`src/rtl/mips_pkg.sv`:
```
// Shared encodings for the MIPS multiply/divide unit.
// Op codes match the 2-bit Op field; DEFAULT_WIDTH is the architectural HI/LO width.
package mips_pkg;

  localparam int DEFAULT_WIDTH = 32;
  localparam int ITER_COUNT    = 32;

  typedef enum logic [1:0] {
    OP_MULT  = 2'b00,
    OP_MULTU = 2'b01,
    OP_DIV   = 2'b10,
    OP_DIVU  = 2'b11
  } op_e;

  typedef enum logic [1:0] {
    IDLE = 2'b00,
    CALC = 2'b01,
    FIX  = 2'b10
  } state_e;

endpackage

```
`src/rtl/muldiv_step.sv`:
```
// One combinational iteration: shift-add for multiply, restore-subtract for divide.
// acc holds {upper, lower}; lower is the multiplier (shifted out) or dividend/quotient.
module muldiv_step #(
  parameter int WIDTH = 32
) (
  input  logic               is_div,
  input  logic [2*WIDTH-1:0] acc,
  input  logic [WIDTH-1:0]   operand,
  output logic [2*WIDTH-1:0] acc_next
);

  logic [WIDTH:0]   sum;
  logic [WIDTH+1:0] diff;

  always_comb begin
    acc_next = acc;
    sum      = '0;
    diff     = '0;
    if (!is_div) begin
      sum      = {1'b0, acc[2*WIDTH-1:WIDTH]} + (acc[0] ? {1'b0, operand} : '0);
      acc_next = {sum, acc[WIDTH-1:1]};
    end else begin
      // Trial subtract from the remainder shifted left by one dividend bit.
      diff = {1'b0, acc[2*WIDTH-1:WIDTH-1]} - {2'b00, operand};
      if (!diff[WIDTH+1])
        acc_next = {diff[WIDTH-1:0], acc[WIDTH-2:0], 1'b1};
      else
        acc_next = {acc[2*WIDTH-2:WIDTH-1], acc[WIDTH-2:0], 1'b0};
    end
  end

endmodule

```
`src/rtl/muldiv_unit.sv`:
```
// Iterative MULT/MULTU/DIV/DIVU with HI/LO; Start at E0 -> HI/LO written at E0+33, Done pulses after.
// Busy covers the whole operation; Start and MTHI/MTLO are ignored while Busy.
module muldiv_unit
  import mips_pkg::*;
#(
  parameter int WIDTH = DEFAULT_WIDTH
) (
  input  logic             Clock,
  input  logic             Reset,
  input  logic             Start,
  input  logic [1:0]       Op,
  input  logic [WIDTH-1:0] OperandA,
  input  logic [WIDTH-1:0] OperandB,
  input  logic             HiWrite,
  input  logic             LoWrite,
  input  logic [WIDTH-1:0] WriteData,
  output logic             Busy,
  output logic             Done,
  output logic [WIDTH-1:0] HI,
  output logic [WIDTH-1:0] LO
);

  localparam int CW = $clog2(ITER_COUNT);
  localparam logic [CW-1:0] LAST = CW'(ITER_COUNT - 1);

  state_e             state, state_nxt;
  logic [CW-1:0]      cnt;
  logic [2*WIDTH-1:0] acc, acc_next;
  logic [WIDTH-1:0]   opb, a_raw;
  logic               is_div, q_neg, r_neg;

  logic               signed_op;
  logic [WIDTH-1:0]   a_mag, b_mag;
  logic [2*WIDTH-1:0] prod_fix;
  logic [WIDTH-1:0]   quot_fix, rem_fix;

  assign signed_op = ~Op[0];
  assign a_mag = (signed_op && OperandA[WIDTH-1]) ? -OperandA : OperandA;
  assign b_mag = (signed_op && OperandB[WIDTH-1]) ? -OperandB : OperandB;

  assign prod_fix = q_neg ? -acc : acc;
  assign quot_fix = q_neg ? -acc[WIDTH-1:0] : acc[WIDTH-1:0];
  assign rem_fix  = r_neg ? -acc[2*WIDTH-1:WIDTH] : acc[2*WIDTH-1:WIDTH];

  assign Busy = (state != IDLE);

  muldiv_step #(.WIDTH(WIDTH)) u_step (
    .is_div   (is_div),
    .acc      (acc),
    .operand  (opb),
    .acc_next (acc_next)
  );

  always_comb begin
    state_nxt = state;
    case (state)
      IDLE:    if (Start) state_nxt = CALC;
      CALC:    if (cnt == LAST) state_nxt = FIX;
      FIX:     state_nxt = IDLE;
      default: state_nxt = IDLE;
    endcase
  end

  always_ff @(posedge Clock or negedge Reset) begin
    if (!Reset) state <= IDLE;
    else        state <= state_nxt;
  end

  always_ff @(posedge Clock or negedge Reset) begin
    if (!Reset) begin
      cnt    <= '0;
      acc    <= '0;
      opb    <= '0;
      a_raw  <= '0;
      is_div <= 1'b0;
      q_neg  <= 1'b0;
      r_neg  <= 1'b0;
      HI     <= '0;
      LO     <= '0;
      Done   <= 1'b0;
    end else begin
      Done <= 1'b0;
      case (state)
        IDLE: begin
          if (HiWrite) HI <= WriteData;
          if (LoWrite) LO <= WriteData;
          if (Start) begin
            cnt    <= '0;
            acc    <= {{WIDTH{1'b0}}, a_mag};
            opb    <= b_mag;
            a_raw  <= OperandA;
            is_div <= Op[1];
            q_neg  <= signed_op & (OperandA[WIDTH-1] ^ OperandB[WIDTH-1]);
            r_neg  <= signed_op & OperandA[WIDTH-1];
          end
        end
        CALC: begin
          acc <= acc_next;
          cnt <= cnt + 1'b1;
        end
        FIX: begin
          Done <= 1'b1;
          if (!is_div) begin
            HI <= prod_fix[2*WIDTH-1:WIDTH];
            LO <= prod_fix[WIDTH-1:0];
          end else if (opb == '0) begin
            // Divide by zero never traps: all-ones quotient, raw dividend as remainder.
            HI <= a_raw;
            LO <= '1;
          end else begin
            HI <= rem_fix;
            LO <= quot_fix;
          end
        end
        default: ;
      endcase
    end
  end

endmodule

```
`config.mk`:
```
export PLATFORM = sky130hd
export DESIGN_NAME = muldiv_unit
export DESIGN_NICKNAME = d
export VERILOG_FILES = /design/src/rtl/mips_pkg.sv /design/src/rtl/muldiv_step.sv /design/src/rtl/muldiv_unit.sv
export SDC_FILE = /design/constraint.sdc
export NUM_CORES = 1
export LEC_CHECK = 0
export CORE_ASPECT_RATIO = 0.7
export CORE_MARGIN = 2
export CORE_UTILIZATION = 50
export CTS_CLUSTER_DIAMETER = 40
export DETAILED_ROUTE_END_ITERATION = 8
export PLACE_DENSITY = 0.77
export SKIP_LAST_GASP = 1
export SLEW_MARGIN = 10
export SYNTH_ARGS = -nofsm -noshare
export SYNTH_HDL_FRONTEND = slang
export SYNTH_HIERARCHICAL = 1
export SYNTH_SLANG_ARGS = --single-unit
```
`constraint.sdc`:
```
create_clock -name Clock -period 4.2 [get_ports Clock]
set_input_delay 0.84 -clock Clock [delete_from_list [all_inputs] [get_ports Clock]]
set_output_delay 0.84 -clock Clock [all_outputs]
set_load 0.005 [all_outputs]
```
==> results of run 1 <==
metal layers:
layer  GRT usage  vias up  part of all wire
met5           0        -           0.00071
met2      0.4638     1101              0.39
met3      0.1279      105              0.15
met1      0.5412     8348              0.45
li1            -     7864                 -
met4     0.06584        2             0.018
cells in the mapped netlist, types with 7 or more instances:
master	n	area, um2
a211o_1	8	70.07
a211oi_1	10	75.07
a21boi_0	8	60.06
a21o_1	36	270.3
a21oi_1	134	670.6
a221oi_1	12	105.1
a22oi_1	34	255.2
a31oi_1	20	125.1
and2_1	39	244.0
and3_1	17	106.4
buf_1	10	37.54
buf_2	7	35.03
clkbuf_1	100	375.4
dfrtp_1	203	5080
ha_1	70	875.8
inv_1	66	247.7
mux2_2	34	382.9
mux2i_1	28	280.3
nand2_1	328	1231
nand2b_1	17	106.4
nand3_1	56	280.3
nand4_1	12	75.07
nor2_1	113	424.2
nor2b_1	13	81.33
nor3_1	68	340.3
nor4_1	21	131.4
o211ai_1	9	67.56
o21a_1	13	97.59
o21ai_0	200	1001
o21ai_1	13	65.06
o21bai_1	7	52.55
o22ai_1	34	212.7
o31ai_1	28	210.2
o41ai_1	20	175.2
or2_2	11	68.82
or3_1	25	156.4
or4_1	11	82.58
xnor2_1	119	1042
xor2_1	65	569.3
metrics by stage:
step | util | hold WS, ns | instance area [um2]
3_5_place_dp | 0.5711 | 0.4732 | 18970
3_3_place_gp | 0.5711 | 0.4596 | 18970
5_1_grt | 0.5984 | 0.3132 | 19870
2_1_floorplan | - | 0.4453 | 16730
4_1_cts | 0.5984 | 0.2838 | 19870
6_report | 0.5984 | 0.2630 | 19870
worst min-delay path by stage:
stage,startpoint,end,depth (start not counted)
finish,Reset,acc[7],1
global route,Reset,acc[5],1
CTS,Reset,acc[10],1
detailed placement,LO[22],LO[22],2
global placement,a_raw[17],a_raw[17],2
floorplan,a_raw[29],a_raw[29],2
layout by cell type, fill, tap and decap left out, types with 13 or more instances in the layout:
master           count
xnor2_1            119
a21oi_1            134
clkdlybuf4s50_1    167
a22oi_1             34
nor2b_1             13
o21ai_1             13
xor2_1              65
o21ai_0            198
and2_1              39
o41ai_1             20
ha_1                70
nand2_1            327
or3_1               25
nor4_1              21
a31oi_1             20
mux2i_1             28
o22ai_1             34
nand2b_1            16
clkbuf_16           27
nor2_1             111
buf_4               54
inv_1               66
nor3_1              67
nand3_1             56
mux2_2              34
o21a_1              13
and3_1              17
a21o_1              36
dfrtp_1            202
o31ai_1             28
where the power goes:
group | internal (W) | total [W] | switching, W
clock network | 0.00136 | 0.00236 | 0.000998
logic | 0.00509 | 0.0121 | 0.00698
registers | 0.00294 | 0.00457 | 0.00163
total | 0.00939 | 0.0190 | 0.00961
kinds of logic (layout without fill, tap and decap cells):
group                    after synthesis  in the layout  synth area share
AO/OA/AOI/OAI                        639            639            0.2444
flip-flops                           203            203            0.3036
multiplexers                          62             62           0.03963
XOR/XNOR                             184            184           0.09631
AND/OR/NAND/NOR                      761            761            0.2173
buffers and inverters                189            341           0.04397
adder cells (fa/ha/maj)               72             72           0.05474
sequential cells by signal (all words and copies together) (netlist names), 2 cells and up:
register  flops
a_raw        32
HI           32
state         2
opb          32
LO           32
acc          64
cnt           5
area by class of cell:
type / count / share of cell area
clock buffers: 33 / 0.03564
clock inverters: 16 / 0.009885
inverters: 68 / 0.01284
multi-input cells: 1718 / 0.5513
flip-flops and latches: 203 / 0.2557
well taps: 435 / 0.02739
repair buffers: 224 / 0.1072
==> flow_summary_export.csv, run 1 <==
group,metric,value,unit
worst_setup_path,setup.worst_path.end,"acc[56]",
timing,max_freq,271.0,MHz
finish,finalNetCount,2417,
finish,antenna_cells_inserted,0,
placement,globalplace.congestion,1.006,
clock_network,cts_inserted_buffers,27,
finish,area_delta_synth_final,18.77,%
job,cap_violations,0,
clock_network,postCtsSetupRepairBufs,0,
clock_network,cts_root_buffer,"clkbuf_16",
synth,synth_cell_types,89,
clock_network,tritoncts,"done",
synth,synth-edff-count,0,
worst_setup_path,worstRegToRegCells,14,
timing,setup_viol_count_final,0,
timing,actual_transition_at_the_worst_max_transition_pin,1.077,ns
placement,dp_hpwl,47.77,mm
timing,final-max-slew-violation-count,0,
worst_setup_path,critical_path_s_top_delay_family,"compound AO/OA/AOI/OAI gates",
worst_setup_path,worstPathArrival,4.18,ns
grt,grt_pass1_vias,15810,
power_and_ir_drop,cellLeakagePower,8.467,nW
floorplanning,initial_utilization,0.5038,
synth,ys_seq_elements,203,
synth,average_footprint_of_a_synthesized_cell,7.930,um2
worst_setup_path,timing.critical_path.cells,"buf_4 > and2_1 > ha_1 > a2111oi_0 > o31a_2 > o21ai_0 > o211ai_1 > nand3_1 > a311oi_1 > xnor2_1 > nor2_1 > a31oi_1 > nand2_1 > nand2_1",
worst_setup_path,critPathMaxFanout,10,
worst_setup_path,path_depth,14,
timing,slew_hr,0.2795,
synth,netlist_area,0.01673,mm2
grt,grt_pass1_wl,95.36,mm
placement,placedCellCount,2648,
timing,final.setup.worst_slack,0.5103,ns
routing,vias_per_cell,6.459,
clock_network,clkLatencyLatePin,0.57,ns
timing,finalCritPeriodShare,0.8785,
clock_network,clk_pin_slew_worst_paths,0.06,ns
finish,sequential_standard_cell_area,0.005081,mm2
worst_setup_path,crit_top_cell,"nand2_1",
routing,route.vias.total,17420,
finish,multi_input_comb_area,0.01096,mm2
routing,firstDrtPassIters,9,
placement,port_buffers,168,
synth,postSynthNetCount,2285,
floorplanning,core_area,0.03321,mm2
timing,finalClockSkew,0.01737,ns
grt,groute.usage.overall,0.3522,
floorplanning,dieWidth,222.6,um
floorplanning,floorplan.io_pins,169,
worst_setup_path,cp.required,4.69,ns
routing,detailed_route_wire_length_per_cell,23.36,um
floorplanning,num_rows,56,
worst_setup_path,worst_setup_sp,"acc[0]",
worst_setup_path,crit_buf_inv,1,
floorplanning,die_height,157.1,um
grt,grt_overflow_total,0,
timing,post_route_setup_tns,0,ns
routing,drt-total-wl,63.01,mm
synth,ys_seq_area_frac,0.3036,
worst_setup_path,worst-setup-path-type,"reg -> reg",
power_and_ir_drop,p_total,0.01900,W
power_and_ir_drop,power.density,956.1,mW/mm2
finish,drive_above_1_share,0.08709,
synth,asyncSetResetFlopFracSynth,1.000,
worst_setup_path,timing.critical_path.from_type,"flip-flop",
clock_network,post_cts_resize_count,0,
routing,remaining_drc_errors,0,
routing,drtAntennaViolNets,0,
routing,detail_route.iter0.violations,2411,
grt,grt_start_max_net_pins,80,
worst_setup_path,critical_path.max_stage_delay,0.52,ns
synth,yosysWarnings,6,
clock_network,clock_sink_count,203,
clock_network,cts_max_path_buffers,3,
worst_setup_path,worstReg2RegEnd,"acc[56]",
hold_path,worst_hold_path_type,"in -> async",
worst_setup_path,cp_slowest_cell,"dfrtp_1",
worst_setup_path,end_kind,"flip-flop",
finish,filler_cells,3006,
clock_network,number_of_buffers_inserted_for_hold_repair_after_clock_tree_synthesis,0,
clock_network,clock_tree.htree_level_count,1,
finish,finish.cell_count_without_fillers,2697,
timing,finalWorstPathRequiredPeriod,3.690,ns
grt,antenna_violations_before_repair,1,
timing,grt_setup_unrepaired,"no",
run_status,status,"finished, final reports clean",
synth,syn_inst,2110,
floorplanning,die-area,0.03497,mm2
worst_setup_path,crit-reg2reg-launch,"acc[0]",
synth,ys.flop_type,"dfrtp_1",
power_and_ir_drop,peakVddDrop,401.4,uV
worst_setup_path,worst-r2r-setup-slack,0.51,ns
placement,dpl_worst_slack,0.6271,ns
timing,timing_hold_violations_final,0,
Note: power is estimated with default switching activity, not from simulation.
==> run 2, diff against run 1 <==
- CORE_MARGIN: 2 -> 5
==> flow_summary_export.csv, run 2 (same netlist as run 1, synthesis figures left out) <==
group,metric,value,unit
clock_network,number_of_buffers_inserted_for_hold_repair_after_clock_tree_synthesis,0,
timing,final-max-slew-violation-count,0,
routing,detailed_route_wire_length_per_cell,23.42,um
clock_network,clkLatencyLatePin,0.58,ns
worst_setup_path,worstPathArrival,4.22,ns
worst_setup_path,timing.critical_path.cells,"buf_4 > buf_4 > and2_1 > ha_1 > a21o_1 > a21oi_1 > o211ai_2 > o31ai_4 > nor2_2 > a41oi_2 > o21ai_1 > a2111oi_2 > o32ai_1 > nand2_1 > nand2_1",
finish,layout_common_cells,"327 x nand2_1, 202 x dfrtp_1, 198 x o21ai_0, 167 x clkdlybuf4s50_1, 134 x a21oi_1",
clock_network,cts_root_buffer,"clkbuf_16",
finish,finalNetCount,2418,
worst_setup_path,worst-r2r-setup-slack,0.44,ns
finish,final_core_utilization,0.6022,
worst_setup_path,worst_setup_sp,"acc[0]",
finish,largest_register_ff_count,64,
worst_setup_path,crit_buf_inv,2,
worst_setup_path,critPathMaxFanout,22,
timing,max_freq,265.9,MHz
worst_setup_path,worstReg2RegEnd,"acc[63]",
routing,firstDrtPassIters,7,
finish,drive_above_1_share,0.08999,
routing,vias_per_cell,6.418,
placement,placedCellCount,2646,
clock_network,clock_sink_count,203,
clock_network,post_cts_resize_count,0,
timing,grt_setup_unrepaired,"no",
routing,drtAntennaViolNets,0,
worst_setup_path,worstRegToRegCells,15,
timing,finalWorstPathRequiredPeriod,3.760,ns
power_and_ir_drop,power.density,963.6,mW/mm2
power_and_ir_drop,cellLeakagePower,8.553,nW
floorplanning,num_rows,56,
clock_network,clock_tree.htree_level_count,1,
finish,max_flop_register,"acc",
clock_network,cts_inserted_buffers,30,
finish,area_delta_synth_final,19.79,%
timing,finalClockSkew,0.02213,ns
routing,remaining_drc_errors,0,
timing,actual_transition_at_the_worst_max_transition_pin,0.9667,ns
worst_setup_path,crit-reg2reg-launch,"acc[0]",
hold_path,worst_hold_path_type,"in -> async",
worst_setup_path,setup.worst_path.end,"acc[63]",
finish,finalInstanceArea,0.02004,mm2
timing,timing_hold_violations_final,0,
floorplanning,die_height,163.1,um
finish,finish.cell_count_without_fillers,2703,
placement,port_buffers,168,
timing,setup_viol_count_final,0,
grt,grt_overflow_total,0,
worst_setup_path,end_kind,"flip-flop",
floorplanning,initial_utilization,0.5027,
clock_network,tritoncts,"done",
floorplanning,core_area,0.03328,mm2
timing,slew_hr,0.3555,
routing,route.vias.total,17349,
timing,post_route_setup_tns,0,ns
power_and_ir_drop,peakVddDrop,513.7,uV
worst_setup_path,cp.required,4.66,ns
clock_network,cts_max_path_buffers,3,
run_status,status,"finished, final reports clean",
finish,layout.cells.most_common,"nand2_1",
grt,grt_pass1_wl,96.44,mm
grt,grt_start_max_net_pins,109,
routing,drt-total-wl,63.31,mm
floorplanning,dieWidth,228.6,um
floorplanning,floorplan.io_pins,169,
worst_setup_path,timing.critical_path.from_type,"flip-flop",
placement,dp_hpwl,48.12,mm
clock_network,postCtsSetupRepairBufs,0,
grt,antenna_violations_before_repair,5,
worst_setup_path,worst-setup-path-type,"reg -> reg",
routing,detail_route.iter0.violations,2343,
grt,grt_pass1_vias,15888,
placement,dpl_cell_area,0.01895,mm2
grt,groute.usage.overall,0.3283,
job,cap_violations,0,
clock_network,clk_pin_slew_worst_paths,0.06,ns
worst_setup_path,cp_slowest_cell,"dfrtp_1",
worst_setup_path,path_depth,15,
worst_setup_path,critical_path_s_top_delay_family,"compound AO/OA/AOI/OAI gates",
floorplanning,die-area,0.03728,mm2
worst_setup_path,critical_path.max_stage_delay,0.58,ns
placement,globalplace.congestion,1.003,
timing,finalCritPeriodShare,0.8953,
-- run 2: cell types whose count changed in the layout (fill, tap and decap cells not counted), sizes merged --
cell	before	now
clkinvlp	2	1
buf	56	54
diode	0	1
clkbuf	34	40
inv	73	74
bufinv	2	3
-- run 2: layer usage --
| metal | track usage | up-vias | wire length [um] |
|---|---|---|---|
| met5 | 0 | - | 29 |
| met4 | 0.05826 | 4 | 1311 |
| met3 | 0.1303 | 106 | 9655 |
| met2 | 0.4297 | 1098 | 23860 |
| met1 | 0.5076 | 8250 | 28450 |
| li1 | - | 7891 | - |
-- run 2: power breakdown --
group / internal, W / switching [W] / total (W)
Clock: 0.00166 / 0.00105 / 0.00271
Combinational: 0.00507 / 0.00702 / 0.0121
Sequential: 0.00294 / 0.00157 / 0.00451
Total: 0.00968 / 0.00964 / 0.0193
-- run 2: how the worst min path moves through the flow --
stage / startpoint / slack [ns] / to / depth (start not counted)
after floorplan: a_raw[29] / 0.45 / a_raw[29] / 2
after global placement: HI[24] / 0.46 / HI[24] / 2
after detailed placement: LO[3] / 0.47 / LO[3] / 2
after CTS: Reset / 0.45 / a_raw[6] / 1
after global routing: Reset / 0.48 / acc[7] / 1
final: Reset / 0.39 / acc[7] / 1
-- run 2: through the flow --
| step | setup WS (ns) | power [W] | hold WS (ns) |
|---|---|---|---|
| floorplan | 0.9170 | 0.01211 | 0.4453 |
| global placement | 0.5915 | 0.01594 | 0.4617 |
| detailed placement | 0.4934 | 0.01612 | 0.4712 |
| CTS | 0.5105 | 0.01889 | 0.4469 |
| global route | 0.2151 | 0.02056 | 0.4823 |
| finish | 0.4396 | 0.01931 | 0.3915 |
-- run 2: layout make-up --
type,count,area (um2)
Timing Repair Buffer,222,2116
Sequential cell,203,5081
Clock buffer,39,855.8
Inverter,68,255.2
Multi-Input combinational cell,1718,10960
Clock inverter,17,231.5
Fill cell,2909,13240
Tap cell,435,544.3
Antenna cell,1,2.502
